File: config.mk
export PLATFORM = sky130hd
export DESIGN_NAME = instr_fetch_unit
export DESIGN_NICKNAME = d
export VERILOG_FILES = /design/src/rtl/mips_pkg.sv /design/src/rtl/fetch_pc_reg.sv /design/src/rtl/instr_fetch_unit.sv
export SDC_FILE = /design/constraint.sdc
export NUM_CORES = 1
export LEC_CHECK = 0
export ABC_AREA = 1
export BUFFER_PORTS_ARGS = -buffer_cell sky130_fd_sc_hd__buf_2
export CORE_MARGIN = 2
export CORE_UTILIZATION = 45
export CTS_BUF_LIST = sky130_fd_sc_hd__clkbuf_4
export DETAILED_ROUTE_END_ITERATION = 10
export GPL_ROUTABILITY_DRIVEN = 1
export HOLD_SLACK_MARGIN = 0.15
export PLACE_DENSITY = 0.69
export SLEW_MARGIN = 5
export SYNTH_ARGS = -nofsm -noshare
export SYNTH_HDL_FRONTEND = slang
export SYNTH_SLANG_ARGS = --single-unit
File: constraint.sdc
create_clock -name clk -period 2.2 [get_ports clk]
set_input_delay 0.33 -clock clk [delete_from_list [all_inputs] [get_ports clk]]
set_output_delay 0.33 -clock clk [all_outputs]
set_load 0.05 [all_outputs]
File: src/rtl/mips_pkg.sv
// Shared MIPS definitions: datapath width, the supported opcode set and the fetch FSM states.
// Imported by the fetch unit and by the main decoder.
package mips_pkg;

  localparam int WORD_W = 32;

  localparam logic [5:0] OP_RTYPE = 6'b000000;
  localparam logic [5:0] OP_LW    = 6'b100011;
  localparam logic [5:0] OP_SW    = 6'b101011;
  localparam logic [5:0] OP_BEQ   = 6'b000100;
  localparam logic [5:0] OP_ADDI  = 6'b001000;
  localparam logic [5:0] OP_J     = 6'b000010;

  typedef enum logic [1:0] {
    BOOT  = 2'd0,
    FETCH = 2'd1,
    HOLD  = 2'd2
  } fetch_state_t;

  function automatic logic op_supported(input logic [5:0] op);
    case (op)
      OP_RTYPE, OP_LW, OP_SW, OP_BEQ, OP_ADDI, OP_J: return 1'b1;
      default:                                        return 1'b0;
    endcase
  endfunction

  // Instruction addresses are always word aligned; low bits are simply dropped.
  function automatic logic [WORD_W-1:0] align_word(input logic [WORD_W-1:0] addr);
    return {addr[WORD_W-1:2], 2'b00};
  endfunction

endpackage

File: src/rtl/fetch_pc_reg.sv
// Program counter with redirect handling: holds pc, the saved redirect target and the
// kill flag that discards an in-flight read, and selects the next pc.
module fetch_pc_reg
  import mips_pkg::*;
#(
  parameter logic [WORD_W-1:0] RESET_PC = 32'h0000_0000
) (
  input  logic              clk,
  input  logic              reset_n,
  input  fetch_state_t      state,
  input  logic              imem_ack,
  input  logic              instr_ready,
  input  logic              redirect,
  input  logic [WORD_W-1:0] redirect_target,
  output logic [WORD_W-1:0] pc,
  output logic              kill,
  output logic              misalign_err
);

  logic [WORD_W-1:0] saved_target;
  logic              hold_redir;
  logic [WORD_W-1:0] target_aligned;
  logic [WORD_W-1:0] pc_inc;
  logic              redirect_taken;

  assign target_aligned = align_word(redirect_target);
  assign pc_inc         = pc + 32'd4;
  assign redirect_taken = redirect && (state != BOOT);

  // NOTE: every register here uses <= so all next-state terms see the pre-edge values,
  // independent of statement order inside the block.
  always_ff @(posedge clk) begin
    if (!reset_n) begin
      pc           <= RESET_PC;
      saved_target <= '0;
      kill         <= 1'b0;
      hold_redir   <= 1'b0;
      misalign_err <= 1'b0;
    end else begin
      if (redirect_taken && (redirect_target[1:0] != 2'b00))
        misalign_err <= 1'b1;

      case (state)
        FETCH: begin
          if (imem_ack) begin
            // A redirect coinciding with the ack kills that data just like a pending kill.
            if (redirect) begin
              pc   <= target_aligned;
              kill <= 1'b0;
            end else if (kill) begin
              pc   <= saved_target;
              kill <= 1'b0;
            end
          end else if (redirect) begin
            saved_target <= target_aligned;
            kill         <= 1'b1;
          end
        end

        HOLD: begin
          if (instr_ready) begin
            if (redirect)        pc <= target_aligned;
            else if (hold_redir) pc <= saved_target;
            else                 pc <= pc_inc;
            hold_redir <= 1'b0;
          end else if (redirect) begin
            saved_target <= target_aligned;
            hold_redir   <= 1'b1;
          end
        end

        default: ;
      endcase
    end
  end

endmodule

File: src/rtl/instr_fetch_unit.sv
// Multicycle MIPS instruction fetch stage: req/ack reads from instruction memory into an
// instruction register presented to the decoder over valid/ready.
module instr_fetch_unit
  import mips_pkg::*;
#(
  parameter logic [WORD_W-1:0] RESET_PC = 32'h0000_0000
) (
  input  logic              clk,
  input  logic              reset_n,
  output logic              imem_req,
  output logic [WORD_W-1:0] imem_addr,
  input  logic              imem_ack,
  input  logic [WORD_W-1:0] imem_rdata,
  output logic              instr_valid,
  input  logic              instr_ready,
  output logic [WORD_W-1:0] instr,
  output logic [5:0]        opcode,
  output logic [WORD_W-1:0] pc_plus4,
  output logic              illegal_op,
  input  logic              redirect,
  input  logic [WORD_W-1:0] redirect_target,
  output logic              misalign_err,
  output logic [WORD_W-1:0] fetch_count
);

  fetch_state_t      state;
  logic [WORD_W-1:0] pc;
  logic              kill;

  fetch_pc_reg #(
    .RESET_PC(RESET_PC)
  ) u_pc_reg (
    .clk             (clk),
    .reset_n         (reset_n),
    .state           (state),
    .imem_ack        (imem_ack),
    .instr_ready     (instr_ready),
    .redirect        (redirect),
    .redirect_target (redirect_target),
    .pc              (pc),
    .kill            (kill),
    .misalign_err    (misalign_err)
  );

  // Handshake outputs decode straight from the state register; the address follows pc.
  assign imem_req    = (state == FETCH);
  assign imem_addr   = pc;
  assign instr_valid = (state == HOLD);
  assign opcode      = instr[31:26];
  assign illegal_op  = instr_valid && !op_supported(opcode);

  always_ff @(posedge clk) begin
    if (!reset_n) begin
      state       <= BOOT;
      instr       <= '0;
      pc_plus4    <= '0;
      fetch_count <= '0;
    end else begin
      case (state)
        BOOT: state <= FETCH;

        FETCH: begin
          // Killed data is dropped; the pc register moves to the redirect target instead.
          if (imem_ack && !kill && !redirect) begin
            instr    <= imem_rdata;
            pc_plus4 <= pc + 32'd4;
            state    <= HOLD;
          end
        end

        HOLD: begin
          if (instr_ready) begin
            fetch_count <= fetch_count + 32'd1;
            state       <= FETCH;
          end
        end

        default: state <= BOOT;
      endcase
    end
  end

endmodule

==> reports/qor.json <==
{
  "layout.cell_area.non_filler": {"value": 10860, "unit": "sq um"},
  "leakagePower": {"value": 5.017, "unit": "nW"},
  "die_area": {"value": 20420, "unit": "sq um"},
  "port_buffers": {"value": 206},
  "ioPinCount": {"value": 207},
  "number_of_antenna_violations_at_the_first_check_in_global_routing": {"value": 1},
  "number_of_different_library_cells_in_the_post_synthesis_netlist": {"value": 35},
  "critical_path_peak_fanout": {"value": 10},
  "drive_above_1_share": {"value": 19.25, "unit": "%"},
  "maximum_number_of_pins_on_one_net_before_global_route_repair": {"value": 61},
  "cts_tree": {"value": "built"},
  "post_synth_inst_count": {"value": 1301},
  "worst_slew_margin_rel": {"value": 67.69, "unit": "%"},
  "synth_seq_cells": {"value": 165},
  "detail_route.wirelength": {"value": 26.39, "unit": "mm"},
  "arrival": {"value": 1750, "unit": "ps"},
  "synth.largest_area_cell": {"value": "sky130_fd_sc_hd__dfxtp_1"},
  "utilization_after_layout": {"value": 57.65, "unit": "%"},
  "drc": {"value": 0},
  "vias_per_cell": {"value": 5.134},
  "cts_root_buffer": {"value": "sky130_fd_sc_hd__clkbuf_4"},
  "syn_nets": {"value": 1376},
  "detail-route-antenna-nets": {"value": 0},
  "final_cell_count_no_fill": {"value": 1809},
  "min_period_over_period": {"value": 94.77, "unit": "%"},
  "seq_area_frac_synth": {"value": 38.05, "unit": "%"},
  "synth_enable_flop_cells": {"value": 0},
  "worst-path-buf-inv": {"value": 3},
  "detailed_place.area": {"value": 9893, "unit": "sq um"},
  "maxClockFrequency": {"value": 0.4796, "unit": "GHz"},
  "netlist_top_cells_area": {"value": "sky130_fd_sc_hd__dfxtp_1, sky130_fd_sc_hd__nand2_1, sky130_fd_sc_hd__nor2_1"},
  "grt_pass1_vias": {"value": 8695},
  "max_cap_viol_count": {"value": 0},
  "worst_setup_path_end_kind": {"value": "output pin"},
  "h-tree-depth": {"value": 4},
  "grt-ovfl-total": {"value": 0},
  "critical_path_class": {"value": "flop to output pin"},
  "post_dp_hpwl": {"value": 18.08, "unit": "mm"},
  "critical_path_s_top_delay_family": {"value": "buffers and inverters"},
  "setup_viol_count_final": {"value": 0},
  "syn-cell-area": {"value": 8682, "unit": "sq um"},
  "setup_skew": {"value": 28.08, "unit": "ps"},
  "synthesized_area_per_cell": {"value": 6.673, "unit": "sq um"},
  "cts_max_path_buffers": {"value": 2},
  "placed_cells_incl_taps": {"value": 1713},
  "timing.final.crit_period": {"value": 2085, "unit": "ps"},
  "wire_length_of_the_first_global_routing_pass": {"value": 43.01, "unit": "mm"},
  "worst_pin_slew": {"value": 484.1, "unit": "ps"},
  "numnets_final": {"value": 1610},
  "async_reset_ff_share": {"value": 0, "unit": "%"},
  "cp_slowest_stage_delay": {"value": 360, "unit": "ps"},
  "report.final.hold_viol_count": {"value": 0},
  "track_usage": {"value": 26.16, "unit": "%"},
  "hold_path_class": {"value": "primary input to flop"},
  "crit_path_slowest_cell": {"value": "sky130_fd_sc_hd__dfxtp_1"},
  "rsz_0062_raised_after_global_routing": {"value": "false"},
  "dominantRegCellSynth": {"value": "sky130_fd_sc_hd__dfxtp_1"},
  "setup-tns-final": {"value": 0, "unit": "ps"},
  "power_density": {"value": 1111, "unit": "nW/um^2"},
  "core.rowCount": {"value": 50},
  "area.growth.synth_to_final": {"value": 25.03, "unit": "%"},
  "die_x": {"value": 142.9, "unit": "um"},
  "run_status": {"value": "completed"},
  "synthDominantCellAreaShare": {"value": 38.05, "unit": "%"},
  "drt_first_iter_violations": {"value": 575},
  "number_of_filler_cells_placed_in_the_layout": {"value": 1845},
  "timing.critical_path.required": {"value": 1870, "unit": "ps"},
  "crit_path_start_kind": {"value": "flop"},
  "core-area": {"value": 18830, "unit": "sq um"},
  "clock_latency": {"value": 600, "unit": "ps"},
  "drt-pass1-iter-count": {"value": 7},
  "dieHeight": {"value": 142.9, "unit": "um"},
  "final_max_slew_viol_count": {"value": 0},
  "clock_sinks": {"value": 165},
  "ys_warn_count": {"value": 0},
  "route.vias.total": {"value": 9288},
  "crit_path_cell_trace": {"value": "inv_1, ha_4, inv_2, a31oi_4, buf_6"},
  "cts_inserted_buffers": {"value": 17},
  "power.ir.vdd_worst": {"value": 0.7975, "unit": "mV"},
  "clk_pin_slew_worst_paths": {"value": 160, "unit": "ps"},
  "initial_core_util": {"value": 46.11, "unit": "%"},
  "finalWeightedCongestion": {"value": 0.9390},
  "routedWlPerCell": {"value": 14.59, "unit": "um"}
}
[flip-flops by register name, summed over array words and instances (netlist names)]
signal                 count
u_pc_reg.saved_target     32
u_pc_reg.misalign_err      1
fetch_count               32
u_pc_reg.pc               32
state                      2
instr                     32
u_pc_reg.kill              1
pc_plus4                  32
u_pc_reg.hold_redir        1
[report_power, final]
| part | internal [mW] | switching (mW) |
|---|---|---|
| Combinational | 1.59 | 4.22 |
| Clock | 0.638 | 1.31 |
| Sequential | 3.65 | 0.655 |
| Total | 5.88 | 6.18 |
[final cells by class]
type	instances	area (sq um)	share of cell area (%)
diodes	1	2.502	0.02305
well taps	260	325.3	2.997
multi-input cells	922	4518	41.62
repair buffers	289	1868	17.21
flip-flops and latches	165	3303	30.43
clock buffers	17	127.6	1.176
clock inverters	15	185.2	1.706
inverters	140	525.5	4.841
[logic make-up after synthesis]
| logic type | after synthesis | synth area share, % |
|---|---|---|
| adder cells (fa/ha/maj) | 6 | 0.8647 |
| AND/OR/NAND/NOR | 621 | 30.74 |
| AO/OA/AOI/OAI | 278 | 18.35 |
| flip-flops | 165 | 38.05 |
| XOR/XNOR | 17 | 1.715 |
| buffers and inverters | 214 | 10.29 |
[final timing paths]
check / depth (start not counted) / to / slack (ps) / startpoint
max: 5 / illegal_op / 120 / state[0]
min: 5 / u_pc_reg.pc[11] / 180 / redirect_target[11]
max reg2reg: 9 / u_pc_reg.pc[1] / 350 / state[1]
min reg2reg: 2 / u_pc_reg.saved_target[0] / 460 / u_pc_reg.saved_target[0]
[layout by cell type, fill, tap and decap left out, drive strengths merged]
cell type    synthesis  routed
nand2              280     280
nand4                2       2
diode                0       1
xor2                11      11
a221oi               2       2
inv                139     147
nand3               53      53
and2                 2       2
nor3b                2       2
ha                   6       6
xnor2                6       6
clkinv               1       7
bufinv               0       1
buf                 36     226
a21oi               91      91
nor2               234     234
nand3b              13      13
o21bai               1       1
dfxtp              165     165
o211ai              21      21
a211oi              51      51
nor3                35      35
a31oi                6       6
o21ai              106     106
clkbuf              38      17
dlygate4sd3          0      63
[through the flow]
| step | setup slack (ps) | hold WS (ps) | total power, mW |
|---|---|---|---|
| 2_1_floorplan | 129.8 | 418.9 | 8.551 |
| 3_3_place_gp | 464.3 | 430.2 | 9.917 |
| 3_5_place_dp | 399.5 | 435.4 | 9.986 |
| 4_1_cts | 46.07 | 156.6 | 12.06 |
| 5_1_grt | 10.63 | 225.4 | 12.81 |
| 6_report | 115.0 | 181.9 | 12.06 |
[Yosys cell counts (6+ instances only)]
cell,instances
sky130_fd_sc_hd__o21ai_0,106
sky130_fd_sc_hd__nor2_2,9
sky130_fd_sc_hd__nand3_1,50
sky130_fd_sc_hd__nand2_2,7
sky130_fd_sc_hd__nor2_4,9
sky130_fd_sc_hd__xnor2_1,6
sky130_fd_sc_hd__ha_1,6
sky130_fd_sc_hd__o211ai_1,21
sky130_fd_sc_hd__nand3b_1,13
sky130_fd_sc_hd__inv_1,136
sky130_fd_sc_hd__dfxtp_1,165
sky130_fd_sc_hd__a21oi_1,90
sky130_fd_sc_hd__buf_4,10
sky130_fd_sc_hd__nor3_1,34
sky130_fd_sc_hd__nand2_1,270
sky130_fd_sc_hd__xor2_1,11
sky130_fd_sc_hd__buf_2,18
sky130_fd_sc_hd__clkbuf_1,38
sky130_fd_sc_hd__a31oi_1,6
sky130_fd_sc_hd__nor2_1,216
sky130_fd_sc_hd__a211oi_1,51
[what timing repair did]
| item | CTS | global route |
|---|---|---|
| hold buffers | 63 | 0 |
| setup buffers | 0 | 0 |
| pin swaps | 0 | 1 |
| endpoints found under the hold margin | 77 | 0 |
| setup endpoints to repair | 1 | 1 |
| gates cloned | 0 | 0 |
| gates resized for setup | 2 | 1 |
[worst register-to-register path, delay by kind of cell, from the launching register on]
kind	cells	cell delay, ps
buffers and inverters	4	560
flip-flops	1	380
AND/OR/NAND/NOR	1	70
adder cells (fa/ha/maj)	1	290
AO/OA/AOI/OAI	3	480
[layer usage]
metal	track usage (%)	wire [um]	vias up
li1	-	-	4692
met1	34.12	11710	4221
met2	44.25	12440	332
met3	4.192	1669	43
met4	8.390	569	0
met5	0	0	-
No activity file was read; power rests on OpenSTA's default activity.
